### config.mk
export PLATFORM = sky130hd
export DESIGN_NAME = led_color_smoother
export DESIGN_NICKNAME = d
export VERILOG_FILES = /design/src/rtl/led_color_smoother.sv
export SDC_FILE = /design/constraint.sdc
export NUM_CORES = 2
export LEC_CHECK = 0
export CORE_ASPECT_RATIO = 1.1
export CORE_MARGIN = 1
export CORE_UTILIZATION = 40
export CTS_CLUSTER_DIAMETER = 60
export DETAILED_ROUTE_END_ITERATION = 8
export HOLD_SLACK_MARGIN = 0.15
export PLACE_DENSITY = 0.52
export SETUP_SLACK_MARGIN = 0.15
export SYNTH_ARGS = -nofsm -noshare
export SYNTH_HDL_FRONTEND = slang
export SYNTH_SLANG_ARGS = --single-unit
export TNS_END_PERCENT = 20
### constraint.sdc
create_clock -name sys_clk -period 31.3 [get_ports sys_clk]
set_input_delay 4.695 -clock sys_clk [delete_from_list [all_inputs] [get_ports sys_clk]]
set_output_delay 4.695 -clock sys_clk [all_outputs]
set_load 0.1 [all_outputs]
### src/rtl/led_color_smoother.sv
`default_nettype none
// ============================================================================
// Module   : led_color_smoother
// Purpose  : Temporal smoothing of 24-bit LED colours. Each word is moved
//            toward the target by 1/2^SHIFT of the difference from the value
//            sent to the same LED position in the previous frame. Every lane
//            moves by at least 1 whenever it differs from its history.
//            History is kept in an internal NUM_LEDS-deep RAM.
// Ports    : sys_clk, sys_rst_n      - clock, async active-low reset
//            frame_start             - next accepted word is LED index 0
//            bypass                  - pass input through (RAM still written)
//            in_data/in_valid/in_ready    - input handshake (ready only in IDLE)
//            out_data/out_valid/out_ready - registered output handshake
//            frame_done              - 1-cycle pulse after the last LED's output
// Revision : 1.0 - initial release
// ============================================================================
module led_color_smoother #(
  parameter int NUM_LEDS = 120,
  parameter int IDX_W    = 8,
  parameter int SHIFT    = 2
) (
  input  logic        sys_clk,
  input  logic        sys_rst_n,
  input  logic        frame_start,
  input  logic        bypass,
  input  logic [23:0] in_data,
  input  logic        in_valid,
  output logic        in_ready,
  output logic [23:0] out_data,
  output logic        out_valid,
  input  logic        out_ready,
  output logic        frame_done
);

  localparam int               ADDR_W   = (NUM_LEDS > 1) ? $clog2(NUM_LEDS) : 1;
  localparam logic [IDX_W-1:0] LAST_IDX = IDX_W'(NUM_LEDS - 1);

  typedef enum logic [1:0] {
    S_IDLE  = 2'd0,
    S_FETCH = 2'd1,
    S_CALC  = 2'd2,
    S_OUT   = 2'd3
  } state_t;

  state_t           state;
  state_t           state_nxt;

  logic [IDX_W-1:0] idx;          // index of the next word when no frame_start
  logic [IDX_W-1:0] eff_idx;      // index of the word in flight
  logic [IDX_W-1:0] eff_idx_nxt;
  logic             start_pending;
  logic             primed;       // a complete frame of history exists
  logic [23:0]      in_lat;
  logic             bypass_lat;
  logic [23:0]      prev_data;    // RAM read data (history for eff_idx)
  logic [23:0]      smooth_data;
  logic [23:0]      result;
  logic             accept;
  logic             out_fire;
  logic             last_word;

  logic [23:0]      mem [NUM_LEDS];

  // --------------------------------------------------------------------------
  // FSM
  // --------------------------------------------------------------------------
  always_ff @(posedge sys_clk or negedge sys_rst_n) begin
    if (!sys_rst_n) begin
      state <= S_IDLE;
    end else begin
      state <= state_nxt;
    end
  end

  always_comb begin
    state_nxt = state;
    in_ready  = 1'b0;
    case (state)
      S_IDLE: begin
        in_ready = 1'b1;
        if (in_valid) begin
          state_nxt = S_FETCH;
        end
      end
      S_FETCH: state_nxt = S_CALC;
      S_CALC:  state_nxt = S_OUT;
      S_OUT: begin
        if (out_ready) begin
          state_nxt = S_IDLE;
        end
      end
      default: state_nxt = S_IDLE;
    endcase
  end

  assign accept      = (state == S_IDLE) && in_valid;
  assign out_fire    = (state == S_OUT) && out_ready;
  // A frame_start coincident with the accept applies to that same word.
  assign eff_idx_nxt = (frame_start || start_pending) ? '0 : idx;
  assign last_word   = (eff_idx == LAST_IDX);

  // --------------------------------------------------------------------------
  // Datapath / control registers
  // --------------------------------------------------------------------------
  always_ff @(posedge sys_clk or negedge sys_rst_n) begin
    if (!sys_rst_n) begin
      idx           <= '0;
      eff_idx       <= '0;
      start_pending <= 1'b0;
      primed        <= 1'b0;
      in_lat        <= '0;
      bypass_lat    <= 1'b0;
      out_data      <= '0;
      out_valid     <= 1'b0;
      frame_done    <= 1'b0;
    end else begin
      frame_done <= 1'b0;

      if (accept) begin
        in_lat        <= in_data;
        bypass_lat    <= bypass;
        eff_idx       <= eff_idx_nxt;
        start_pending <= 1'b0;
      end else if (frame_start) begin
        // Remember the frame boundary until the next word is accepted.
        start_pending <= 1'b1;
      end

      if (state == S_CALC) begin
        out_data  <= result;
        out_valid <= 1'b1;
      end

      if (out_fire) begin
        out_valid <= 1'b0;
        if (last_word) begin
          idx        <= '0;
          frame_done <= 1'b1;
          primed     <= 1'b1;
        end else begin
          idx <= eff_idx + IDX_W'(1);
        end
      end
    end
  end

  // --------------------------------------------------------------------------
  // History RAM: not reset; primed guards against reading stale contents.
  // The read runs every cycle off eff_idx, so data latched at the FETCH edge
  // is valid throughout CALC.
  // --------------------------------------------------------------------------
  always_ff @(posedge sys_clk) begin
    if (state == S_CALC) begin
      mem[eff_idx[ADDR_W-1:0]] <= result;
    end
    prev_data <= mem[eff_idx[ADDR_W-1:0]];
  end

  // --------------------------------------------------------------------------
  // Per-lane IIR step. Working with |d| and a separate sign keeps everything
  // in 8 bits; prev +/- step cannot leave 0..255 because step <= |d|.
  // --------------------------------------------------------------------------
  for (genvar l = 0; l < 3; l++) begin : g_lane
    logic [7:0] prev_lane;
    logic [7:0] in_lane;
    logic       neg;
    logic [7:0] mag;
    logic [7:0] shifted;
    logic [7:0] step;

    assign prev_lane = prev_data[8*l +: 8];
    assign in_lane   = in_lat[8*l +: 8];
    assign neg       = (in_lane < prev_lane);
    assign mag       = neg ? (prev_lane - in_lane) : (in_lane - prev_lane);
    assign shifted   = mag >> SHIFT;
    assign step      = (mag == 8'd0)     ? 8'd0 :
                       (shifted == 8'd0) ? 8'd1 : shifted;
    assign smooth_data[8*l +: 8] = neg ? (prev_lane - step) : (prev_lane + step);
  end

  assign result = (primed && !bypass_lat) ? smooth_data : in_lat;

endmodule
`default_nettype wire
* Yosys cells after proc, flatten, opt, wreduce, memory -nomap -nowiden
Memory sizes are Yosys's and may differ from the RTL's. A register that Yosys moved wholly into a read port is not among the register bits.
Cells that the tools add are included.
** Storage, ports and cells
- Bits in read-only memories :: 0
- Memories kept :: 1
- Logic and storage cells :: 76
- Flip-flop bits (word level) :: 71
- Bits in latches :: 0
- Bits in writable memories :: 2880
- Output and inout bits :: 27
** Memory list
- mem :: words 120, width 24, rd ports 1, clocked after memory_dff 1, write ports 1, line 62 : logic [23:0] mem [NUM_LEDS];
** Cells by class
- Multiplexer cells :: 27
- $mul :: 0
- Bitwise operators :: 0
- Div/mod/pow operators :: 0
- Shifts and indexed selects :: 0
- Order comparisons :: 3
- Add/sub/neg operators :: 13
- Reductions and logical operators :: 16
- Equality and inequality tests :: 6
** Operators with widths (count)
- two-way mux 8 bit :: 8
- zero test 8 bit :: 6
- subtractor 8 bit :: 6
- two-way mux 6 bit :: 6
- adder 8 x 6 -> 8 bit :: 3
- < comparator 8 bit :: 3
- two-way mux 24 bit :: 1
- subtractor 8 x 6 -> 8 bit :: 3
- two-way mux 1 bit :: 9
- adder 8 x 1 -> 8 bit (second input constant) :: 1
- == test 8 x 7 -> 1 bit (second input constant) :: 1
- one-hot mux 2 bit (4 select lines) :: 1
- == test 2 bit (second input constant) :: 2
- two-way mux 2 bit :: 2
- inequality test 2 bit (second input constant) :: 2
- AND reduction 2 bit :: 2
- nonzero test 2 bit :: 2
- logical AND 1 bit :: 3
- == test 2 x 1 -> 1 bit (second input constant) :: 1
- zero test 2 bit :: 1
- zero test 1 bit :: 1
- logical OR 1 bit :: 1

* Longest topological paths before layout
- Word-level depth :: 8
- Depth in mapped cells :: 26
- Mapped depth without buffers :: 25

* Least setup slack after synthesis
No wires, ideal clock.
- Kind :: flip-flop to flip-flop
- Start :: register in_lat[13]
- End :: memory mem[0][15], data pin
- Arrival time :: 9.250 ns
- Stages on the path, launching flop included :: 23
- Buffers on the path :: 1
- Clock period less this slack :: 10.385 ns
- Path slack :: 20.915 ns
- Cell sequence :: dfrtp_1 > inv_1 > ha_1 > buf_2 > and4_1 > o21ai_1 > a41oi_1 > mux4_2 > and4_1 > a211oi_1 > ha_1 > xnor2_1 > nand2_1 > o21ai_0 > xor2_1 > ha_1 > a21oi_1 > nor2b_1 > o21a_1 > o41ai_1 > xnor2_1 > xnor2_1 > o21ai_0
** Between the ends
- Cells in the longest elaborated chain, start to end :: 8
- Elaborated cells on any way between the ends :: 12
** Ends and longest elaborated chain
- start: declaration :: line 53 : logic [23:0] in_lat;
- start signal: assignment :: line 120 : in_lat <= in_data;
- subtractor 8 bit or < comparator 8 bit (tied branches) :: line 174, 173
- two-way mux 8 bit :: line 174 : assign mag = neg ? (prev_lane - in_lane) : (in_lane - prev_lane);
- zero test 8 bit :: line 177 : (shifted == 8'd0) ? 8'd1 : shifted;
- two-way mux 6 bit :: line 177
- two-way mux 6 bit :: line 176 : assign step = (mag == 8'd0) ? 8'd0 :
- adder 8 x 6 -> 8 bit or subtractor 8 x 6 -> 8 bit (tied branches) :: line 178 : assign smooth_data[8*l +: 8] = neg ? (prev_lane - step) : (prev_lane + step);
- two-way mux 8 bit * :: line 178
- two-way mux 24 bit * :: line 181 : assign result = (primed && !bypass_lat) ? smooth_data : in_lat;
- named net result[15] :: line 57 : logic [23:0] result;
- end: declaration :: line 62
The timed path passes the listed nets; every way through them passes the cells marked *.

* Worst setup path in the final report
- Start :: register state[0]
- End :: output port in_ready
** Between the ends
- Cells in the longest elaborated chain, start to end :: 2
** Ends and longest elaborated chain
- start: declaration :: line 45 : state_t state;
- start signal: assignment :: line 71 : state <= state_nxt;
- zero test 2 bit :: line 78 : case (state)
- two-way mux 1 bit :: line 78
- end: declaration :: line 28 : output logic in_ready,
No other way between the ends.

==> out/results.ini <==
[grt]
grt_pass1_wl_um = 514000
grt_pass1_vias = 62200
antenna_found_initial = 33
grt_max_degree = 112
grt_overflow_total = 0
track_usage = 0.261

[worst_setup_path]
critPathCaptureType = output port
cp_max_fo = 4
crit_path_top_delay_cell = clkdlybuf4s50_1
r2r_slack_ns = 23.90
r2r_cells = 23
cpPeakStageDelay_ns = 1.16
required_ns = 26.61
start_kind = register
crit_chain = inv_1, ha_1, clkdlybuf4s50_1
timing.rr.start = in_lat[12]
critical-path-top-delay-family = buffers and inverters
critPathKind = reg2out
cp.arrival_ns = 2.73
crit_buf_inv = 2
timing.rr.end = mem[83][15]

[cts]
cts_buffers = 310
clk_pin_slew_ns = 0.06
cts_max_path_buffers = 4
clock_latency_ns = 0.89
cts.sinks = 2975
ctsResizeCount = 0
htreeDepth = 5
cts_tree = yes
post_cts.repair.setup_buffers = 0
cts_root_buffer = clkbuf_16
holdBufCountCts = 0

[sta]
skew_ns = 0.0779
fin_crit_sh = 0.237
finalSetupViolCount = 0
period_needed_ns = 7.42
max_freq_ghz = 0.135
timing.slew.headroom = -0.0359
rsz0062_at_grt = false
fin_tns_setup_ns = 0
hold_viol = 0
worstMarginPinSlew_ns = 1.53
report.final.slew_viol_count = 2

[synth]
synth_nets = 6360
synth-seq-cells = 2975
ys_seq_area_frac = 0.797
yosysWarnings = 0
async_reset_ff_frac = 0.0239
synth.area.top_cells = edfxtp_1 78%, a22oi_1 6.6%, dfrtp_1 1.6%
synth_area_um2 = 111000
synth_area_leader_cell = edfxtp_1
syn_inst = 6253
synth-main-ff-cell = edfxtp_1
yosysTopAreaCellShare = 0.777
syn_avg_cell_area_um2 = 17.8
ys_types = 80
synth_edf_count = 2880

[hold_path]
hold_path_end = idx[4]
hold_class = reg2reg
min_path_cells = 2
min_from = idx[4]

[power]
leakage_nw = 38.8
power.density_nw_per_um2 = 93.1
ir_drop_v = 0.0000573
total_power_mw = 11.9

[placement]
io_buffers = 56
dp_hpwl_um = 216000
dpl.cell_count = 9869
place_congestion = 0.858

[job]
maxCapViolations = 1

[status]
violations = design-rule violations, max-capacitance violations, max-slew violations
status = complete, but fails checks

[finish]
multi_input_area_um2 = 21300
nNetsFinal = 6616
post_route_cells_drive_above_1_share = 0.145
fin_cells = 10400
seq_area_um2 = 88800
fillers = 23700
syn_to_final_growth_pct = 14.4
final_common_cell = edfxtp_1
final_cell_mix = 2880 x edfxtp_1, 984 x a22oi_1, 319 x clkbuf_16
utilization = 0.461

[route]
remaining_drc_errors = 18
ant_nets = 0
first_pass_iters = 9
via_per_inst = 6.23
drt_iter0_markers = 7869
wl_per_cell_um = 35.7
num_vias = 65000
drt_wl_total_um = 373000

[floorplan]
start_util = 0.403
dieArea_um2 = 280000
die_h_um = 555
io-pin-count = 57
row_count = 202
die_width_um = 505
fp.coreArea_um2 = 276000

==> worst max-delay path by stage <==
stage / start / end / slack, ns / cells after the start
after floorplan: in_lat[13] / mem[0][15] / 20.92 / 22
after global placement: in_lat[12] / mem[106][14] / 24.02 / 23
after detailed placement: in_lat[12] / mem[106][14] / 23.94 / 23
after CTS: state[0] / in_ready / 23.82 / 3
after global routing: in_lat[12] / mem[82][15] / 23.44 / 23
final: state[0] / in_ready / 23.88 / 3
==> cell families after synthesis <==
kind of cell | Yosys count | synth area share
DFF | 2975 | 0.797
AOI/OAI and AO/OA | 1958 | 0.133
and+or+nand+nor | 597 | 0.0268
buffers and inverters | 480 | 0.0177
muxes | 107 | 0.0113
adders and majority gates | 77 | 0.00886
xor gates and xnor gates | 59 | 0.00464
==> cell usage after synthesis (8+ instances only) <==
master and instances:
buf_1 122, xor2_1 22, dfxtp_1 24, o21ai_0 97, clkbuf_1 158, a221oi_1 187, a21o_1 18, or3_1 11
nand3_1 42, mux2_2 71, a21oi_1 87, and2_1 9, or4_1 17, a211oi_1 11, dfrtp_1 71, nor2b_1 19
nand2_1 117, a22o_1 176, edfxtp_1 2880, ha_1 74, a31oi_1 151, nand4_1 88, a41oi_1 101, nor3_1 33
buf_2 138, nor2_1 172, and3_1 14, xnor2_1 37, o21a_1 17, inv_1 61, o211ai_1 19, a222oi_1 37
nor4_1 43, mux2i_1 28, a22oi_1 984, mux4_2 8
==> area by class of cell <==
class                      instances  area share
tap                             3672      0.0361
sequential                      2975       0.697
inverter                          62     0.00183
clock inverter                   138     0.00837
multi-input combinational       2798       0.167
timing repair buffer             362      0.0235
antenna                           32    0.000629
clock buffer                     404      0.0655
==> registers in the layout, summed over array words and instances, names as in the netlist, 2 cells and up <==
signal     flops
mem         2880
eff_idx        8
state          2
idx            8
in_lat        24
prev_data     24
out_data      24
==> layer usage <==
layer / GRT usage / share of wire
met1: 0.358 / 0.41
met2: 0.419 / 0.48
met3: 0.0426 / 0.076
met4: 0.0949 / 0.036
met5: 0 / 0.00026
==> stage by stage <==
step | hold slack, ns | cell area, um2 | worst slack, ns
floorplan | 0.451 | 111000 | 20.92
global placement | 0.463 | 118000 | 24.02
detailed placement | 0.471 | 118000 | 23.94
CTS | 0.484 | 127000 | 23.82
global route | 0.504 | 127000 | 23.44
finish | 0.481 | 127000 | 23.88
==> power breakdown <==
part           total (mW)  leakage (nW)  switching, mW  internal, mW
clock                3.50          4.60           1.52          1.98
sequential           5.08          27.0         0.0490          5.03
combinational        3.27          7.21           2.31         0.961
==> worst register-to-register path, stage by stage, from the launching register on <==
cell and delay, ns:
dfrtp_1 0.37, inv_1 0.10, ha_1 0.61, and4_1 0.30, o21ai_1 0.10, a41oi_1 0.59
mux4_2 0.61, and4_1 0.26, a211oi_1 0.41, ha_1 0.30, xnor2_1 0.15, nand2_1 0.08
o21ai_0 0.12, xor2_1 0.19, ha_1 0.29, a21oi_1 0.25, nor2b_1 0.12, o21a_1 0.20
o41ai_1 0.31, xnor2_1 0.18, xnor2_1 0.15, o21ai_4 0.15, buf_4 0.55, buf_4 0.69
Power figures use the tool's default switching activity.
